`config.mk`:
```
export PLATFORM = sky130hd
export DESIGN_NAME = inst_encode_writer
export DESIGN_NICKNAME = d
export VERILOG_FILES = /design/src/rtl/inst_encode_writer_pkg.sv /design/src/rtl/inst_encode_writer_pack.sv /design/src/rtl/inst_encode_writer.sv
export SDC_FILE = /design/constraint.sdc
export NUM_CORES = 1
export LEC_CHECK = 0
export BUFFER_PORTS_ARGS = -buffer_cell sky130_fd_sc_hd__buf_4
export CORE_ASPECT_RATIO = 1.75
export CORE_MARGIN = 2
export CORE_UTILIZATION = 50
export DETAILED_ROUTE_END_ITERATION = 6
export GPL_ROUTABILITY_DRIVEN = 0
export GPL_TIMING_DRIVEN = 0
export PLACE_DENSITY = 0.83
export SETUP_SLACK_MARGIN = 0.15
export SLEW_MARGIN = 20
export SYNTH_ARGS = -nofsm -noshare
export SYNTH_HDL_FRONTEND = slang
export SYNTH_SLANG_ARGS = --single-unit
```
`constraint.sdc`:
```
create_clock -name clk -period 2.4 [get_ports clk]
set_input_delay 0.6 -clock clk [delete_from_list [all_inputs] [get_ports clk]]
set_output_delay 0.6 -clock clk [all_outputs]
set_load 0.01 [all_outputs]
```
`src/rtl/inst_encode_writer_pkg.sv`:
```
// inst_encode_writer_pkg: instruction type/opcode codes, error bit codes, FSM states and the immediate range helper
package inst_encode_writer_pkg;
  localparam logic [2:0] TYPE_R = 3'd0;
  localparam logic [2:0] TYPE_I = 3'd1;
  localparam logic [2:0] TYPE_S = 3'd2;
  localparam logic [2:0] TYPE_B = 3'd3;
  localparam logic [2:0] TYPE_U = 3'd4;
  localparam logic [2:0] TYPE_J = 3'd5;
  localparam logic [6:0] OPCODE_LOAD   = 7'b0000011;
  localparam logic [6:0] OPCODE_OP_IMM = 7'b0010011;
  localparam logic [6:0] OPCODE_AUIPC  = 7'b0010111;
  localparam logic [6:0] OPCODE_STORE  = 7'b0100011;
  localparam logic [6:0] OPCODE_OP     = 7'b0110011;
  localparam logic [6:0] OPCODE_LUI    = 7'b0110111;
  localparam logic [6:0] OPCODE_BRANCH = 7'b1100011;
  localparam logic [6:0] OPCODE_JALR   = 7'b1100111;
  localparam logic [6:0] OPCODE_JAL    = 7'b1101111;
  localparam logic [1:0] ERR_IMM  = 2'b01;
  localparam logic [1:0] ERR_WRAP = 2'b10;
  typedef enum logic [1:0] {ST_IDLE, ST_RUN, ST_FLUSH, ST_DONE} state_t;
  function automatic logic sext_ok(input logic [31:0] imm, input int lsb);
    logic [31:0] s;
    s = $signed(imm) >>> lsb;
    return s == '0 || s == '1;
  endfunction
endpackage

```
`src/rtl/inst_encode_writer_pack.sv`:
```
// inst_pack: combinational RV32I field packer (in: typ/opcode/rd/rs1/rs2/funct3/funct7/imm; out: word, imm_err)
module inst_pack
  import inst_encode_writer_pkg::*;
(
  input  logic [2:0]  typ,
  input  logic [6:0]  opcode,
  input  logic [4:0]  rd,
  input  logic [4:0]  rs1,
  input  logic [4:0]  rs2,
  input  logic [2:0]  funct3,
  input  logic [6:0]  funct7,
  input  logic [31:0] imm,
  output logic [31:0] word,
  output logic        imm_err
);
  logic shift;
  assign shift = opcode == OPCODE_OP_IMM && funct3[1:0] == 2'b01;
  always_comb begin
    word = {imm[11:0], rs1, funct3, rd, opcode};
    imm_err = !sext_ok(imm, 11);
    case (typ)
      TYPE_R: begin
        word = {funct7, rs2, rs1, funct3, rd, opcode};
        imm_err = 1'b0;
      end
      TYPE_S: word = {imm[11:5], rs2, rs1, funct3, imm[4:0], opcode};
      TYPE_B: begin
        word = {imm[12], imm[10:5], rs2, rs1, funct3, imm[4:1], imm[11], opcode};
        imm_err = !sext_ok(imm, 12) || imm[0];
      end
      TYPE_U: begin
        word = {imm[31:12], rd, opcode};
        imm_err = imm[11:0] != '0;
      end
      TYPE_J: begin
        word = {imm[20], imm[10:1], imm[11], imm[19:12], rd, opcode};
        imm_err = !sext_ok(imm, 20) || imm[0];
      end
      default: if (shift) begin
        word = {funct7, imm[4:0], rs1, funct3, rd, opcode};
        imm_err = imm[31:5] != '0;
      end
    endcase
  end
endmodule

```
`src/rtl/inst_encode_writer.sv`:
```
// inst_encode_writer: packs field tuples, queues them in a FIFO, writes them to imem at consecutive addresses (in: start, in_* tuple handshake, imem_ready; out: imem_we/addr/wdata, busy, done, err, err_addr, count)
module inst_encode_writer
  import inst_encode_writer_pkg::*;
#(
  parameter int DEPTH     = 4,
  parameter int ADDR_W    = 10,
  parameter int BASE_ADDR = 0
) (
  input  logic              clk,
  input  logic              rst,
  input  logic              start,
  input  logic              in_valid,
  output logic              in_ready,
  input  logic [2:0]        in_type,
  input  logic [6:0]        in_opcode,
  input  logic [4:0]        in_rd,
  input  logic [4:0]        in_rs1,
  input  logic [4:0]        in_rs2,
  input  logic [2:0]        in_funct3,
  input  logic [6:0]        in_funct7,
  input  logic [31:0]       in_imm,
  input  logic              in_last,
  output logic              imem_we,
  input  logic              imem_ready,
  output logic [ADDR_W-1:0] imem_addr,
  output logic [31:0]       imem_wdata,
  output logic              busy,
  output logic              done,
  output logic [1:0]        err,
  output logic [ADDR_W-1:0] err_addr,
  output logic [ADDR_W-1:0] count
);
  localparam int PW = $clog2(DEPTH);
  state_t state, state_nx;
  logic [31:0] mem_w [DEPTH];
  logic [DEPTH-1:0] mem_e;
  logic [PW-1:0] rd_ptr, wr_ptr;
  logic [PW:0] occ;
  logic [31:0] enc_word;
  logic enc_err, full, empty, push, pop;
  logic [1:0] new_err;
  logic [ADDR_W-1:0] addr;
  inst_pack u_pack (
    .typ(in_type), .opcode(in_opcode), .rd(in_rd), .rs1(in_rs1), .rs2(in_rs2),
    .funct3(in_funct3), .funct7(in_funct7), .imm(in_imm),
    .word(enc_word), .imm_err(enc_err)
  );
  assign full = occ == (PW+1)'(DEPTH);
  assign empty = occ == '0;
  assign in_ready = state == ST_RUN && !full && !start;
  assign push = in_valid && in_ready;
  assign imem_we = !empty && (state == ST_RUN || state == ST_FLUSH);
  assign pop = imem_we && imem_ready;
  assign imem_addr = addr;
  assign imem_wdata = empty ? '0 : mem_w[rd_ptr];
  assign busy = state == ST_RUN || state == ST_FLUSH;
  assign done = state == ST_DONE;
  // errors are judged at write time so err_addr names the word's real address
  assign new_err = (mem_e[rd_ptr] ? ERR_IMM : 2'b00) | (&addr ? ERR_WRAP : 2'b00);
  always_comb begin
    state_nx = state;
    if (start) state_nx = ST_RUN;
    else if (state == ST_RUN && push && in_last) state_nx = ST_FLUSH;
    else if (state == ST_FLUSH && empty) state_nx = ST_DONE;
  end
  always_ff @(posedge clk) state <= rst ? ST_IDLE : state_nx;
  always_ff @(posedge clk) begin
    if (rst || start) begin
      rd_ptr <= '0;
      wr_ptr <= '0;
      occ <= '0;
    end else begin
      if (push) wr_ptr <= wr_ptr + PW'(1);
      if (pop) rd_ptr <= rd_ptr + PW'(1);
      occ <= occ + (PW+1)'(push) - (PW+1)'(pop);
    end
  end
  always_ff @(posedge clk) begin
    if (push) begin
      mem_w[wr_ptr] <= enc_word;
      mem_e[wr_ptr] <= enc_err;
    end
  end
  always_ff @(posedge clk) begin
    if (rst || start) begin
      addr <= ADDR_W'(BASE_ADDR);
      count <= '0;
      err <= '0;
      err_addr <= '0;
    end else if (pop) begin
      addr <= addr + ADDR_W'(1);
      count <= count + ADDR_W'(1);
      err <= err | new_err;
      if (err == '0 && new_err != '0) err_addr <= addr;
    end
  end
endmodule
```
==> impl_metrics.json <==
{
  "antenna-diode-count": 0,
  "hold_class": "input port to flip-flop",
  "htree_num_levels": 4,
  "final-instance-count-excl-fill": 929,
  "finalSetupViolCount": 33,
  "final_cell_mix": "sky130_fd_sc_hd__edfxtp_1 (132), sky130_fd_sc_hd__buf_4 (121), sky130_fd_sc_hd__nor2_1 (60)",
  "hold_violations": 0,
  "grt_start_max_net_pins": 23,
  "clockBufferDepth": 2,
  "worst_path_maximum_fanout": 2,
  "grt_remaining_overflow": 0,
  "critical-path-max-stage-delay_ns": 0.38,
  "netlist.area_leader.share_pct": 51.1,
  "drc": 0,
  "clk_latency_ns": 0.42,
  "rsz0062_at_grt": "true",
  "routedWlPerCell_um": 21.6,
  "initial_antenna_violation_count": 0,
  "run_status": "finished, violations left",
  "share_of_the_yosys_chip_area_belonging_to_registers_pct": 62.2,
  "crit_buf_inv": 5,
  "max_slew.worst_pin.slew_ns": 0.882,
  "buffer_ports.inserted": 138,
  "clkSinkCount": 175,
  "ws_path_type": "flip-flop to flip-flop",
  "required_ns": 2.69,
  "number_of_cells_in_the_design_after_placement": 879,
  "hold_buffers": 0,
  "clk_pin_slew_ns": 0.07,
  "rows": 60,
  "violated_checks": "setup timing",
  "synth_async_sr_flop_share_pct": 0,
  "die_footprint_sq_mm": 0.0166,
  "core_area_sq_mm": 0.0152,
  "detailroute.via_count": 5510,
  "power.leakage_nw": 3.84,
  "timing.critical_path.cells": "or3_4 -> buf_6 -> and3_4 -> buf_6 -> buf_12 -> ha_4 -> inv_4 -> ha_4 -> inv_2 -> fa_2 -> xor2_2 -> xnor2_1 -> nor2_1",
  "timing.critical_path.from_type": "flip-flop",
  "number_of_global_route_vias_before_repair": 5932,
  "total_cts_buffers": 17,
  "hold_path_stages": 2,
  "drt-initial-drc-count": 319,
  "drt_first_pass_iters": 5,
  "cts_root_buf": "sky130_fd_sc_hd__clkbuf_16",
  "area_growth_pct": 34.2,
  "global_route_wire_length_before_repair_um": 31200,
  "avgSynthCellArea_sq_um": 14.1,
  "post_synth_design_cell_area_sq_mm": 0.00775,
  "crit_path_top_delay_cell": "sky130_fd_sc_hd__or3_4",
  "die_w_um": 98.1,
  "synthFlopType": "sky130_fd_sc_hd__edfxtp_1",
  "ys_seq_elements": 175,
  "mappedNetlistNets": 636,
  "cp_top_family": "adder cells",
  "chipHeight_um": 169,
  "final_layout_size_suffix_gt1_share_pct": 41.5,
  "synth.area.top_cells": "sky130_fd_sc_hd__edfxtp_1 (51%), sky130_fd_sc_hd__dfxtp_1 (11%), sky130_fd_sc_hd__mux4_2 (9.6%)",
  "pin_count": 141,
  "synth-edff-count": 132,
  "ant_nets": 0,
  "final_period_minus_worst_setup_slack_ns": 2.62,
  "initial_core_util_pct": 50.9,
  "dp_hpwl_um": 13500,
  "synthesis.instances": 551,
  "layout_commonest_cell": "sky130_fd_sc_hd__edfxtp_1",
  "synth_cell_types": 46,
  "yosys.area.top_type": "sky130_fd_sc_hd__edfxtp_1",
  "tritoncts_clock_tree": "built",
  "slew_headroom_pct": 40.4,
  "fin_util_pct": 68.3,
  "skew_ns": 0.0123,
  "timing.final.crit_share_pct": 109,
  "postLayoutSetupSlackWorst_ns": -0.220,
  "critPathArrivalTime_ns": 2.91,
  "timing.final.max_slew_violations": 0,
  "ir_worst_vdd_mv": 0.436,
  "layout.nets": 816,
  "viasPerCell": 5.93,
  "max_freq_mhz": 382,
  "r2r_cells": 13,
  "cap_violations": 0,
  "synth.yosys.warnings": 0,
  "post-place-ws_ns": -0.630,
  "worst-path-stages": 13,
  "routed_wl_um": 20100,
  "grtUsageTotal_pct": 24.6,
  "critPathCaptureType": "flip-flop",
  "power.density_mw_per_mm2": 633
}
==> layer usage <==
layer	wire [um]	part of all wire (%)	global-route usage, %
met5	0	0	0
met4	682	3.4	10.7
met3	1150	5.7	4.62
met2	11400	57	46.9
met1	6890	34	25.9
==> power breakdown <==
part	switching, W	internal (W)	leakage (nW)
clock	0.00118	0.00165	0.288
combinational	0.000238	0.000213	2.02
sequential	0.00000811	0.00329	1.54
==> logic make-up after synthesis <==
logic type | after synthesis | synth area share (%)
xor+xnor | 21 | 2.37
buf+inv | 44 | 2.42
compound gates | 56 | 4.47
fa+ha+maj | 12 | 2.03
flops | 175 | 62.2
simple gates | 171 | 11.5
mux | 72 | 15.0
==> through the flow <==
| stage | power (W) | instance area [sq um] | TNS [ns] | hold WS, ns |
|---|---|---|---|---|
| floorplan | 0.00356 | 7810 | -0.0669 | 0.500 |
| global route | 0.00676 | 10400 | -5.63 | 0.332 |
| global placement | 0.00375 | 9080 | -76.78 | 0.475 |
| detailed placement | 0.00377 | 9180 | -15.68 | 0.492 |
| CTS | 0.00658 | 10300 | -2.73 | 0.323 |
| finish | 0.00659 | 10400 | -3.86 | 0.354 |
==> cell type report <==
type / instances / area [sq um]
Tap cell: 186 / 233
Fill cell: 1025 / 4840
Multi-Input combinational cell: 332 / 2900
Buffer: 28 / 267
Sequential cell: 175 / 4840
Clock buffer: 17 / 425
Clock inverter: 14 / 176
Timing Repair Buffer: 162 / 1510
Inverter: 15 / 58.8
==> what timing repair did <==
action | in CTS | in global routing
gates resized for setup | 101 | 16
buffers inserted | 15 | 1
pin swaps | 15 | 13
cloned | 2 | 2
endpoints found under the setup margin | 58 | 35
==> registers in the layout, summed over array words and instances (netlist names), named ones only <==
signal,cells
occ,3
count,10
mem_e,4
wr_ptr,2
rd_ptr,2
imem_addr,10
mem_w,128
state,2
err_addr,10
err,2
==> final timing paths <==
check / from / to / slack (ns)
min reg2reg: err_addr[3] / err_addr[3] / 0.50
max reg2reg: occ[0] / occ[2] / -0.22
max: occ[0] / occ[2] / -0.22
min: rst / state[0] / 0.35
==> synth_stat cells (5+ instances only) <==
library cell               number
sky130_fd_sc_hd__edfxtp_1     132
sky130_fd_sc_hd__nor2_1        62
sky130_fd_sc_hd__dfxtp_1       43
sky130_fd_sc_hd__and2_1        33
sky130_fd_sc_hd__mux4_2        33
sky130_fd_sc_hd__mux2i_1       29
sky130_fd_sc_hd__a21oi_1       21
sky130_fd_sc_hd__nand2_1       20
sky130_fd_sc_hd__clkbuf_1      19
sky130_fd_sc_hd__inv_1         15
sky130_fd_sc_hd__nand4_1       13
sky130_fd_sc_hd__o21ai_0       12
sky130_fd_sc_hd__xor2_1        12
sky130_fd_sc_hd__and3_1        11
sky130_fd_sc_hd__ha_1          11
sky130_fd_sc_hd__mux2_2         9
sky130_fd_sc_hd__xnor2_1        9
sky130_fd_sc_hd__buf_2          6
sky130_fd_sc_hd__nor3_1         6
sky130_fd_sc_hd__o22ai_1        5
No activity file was read; power rests on OpenSTA's default activity.
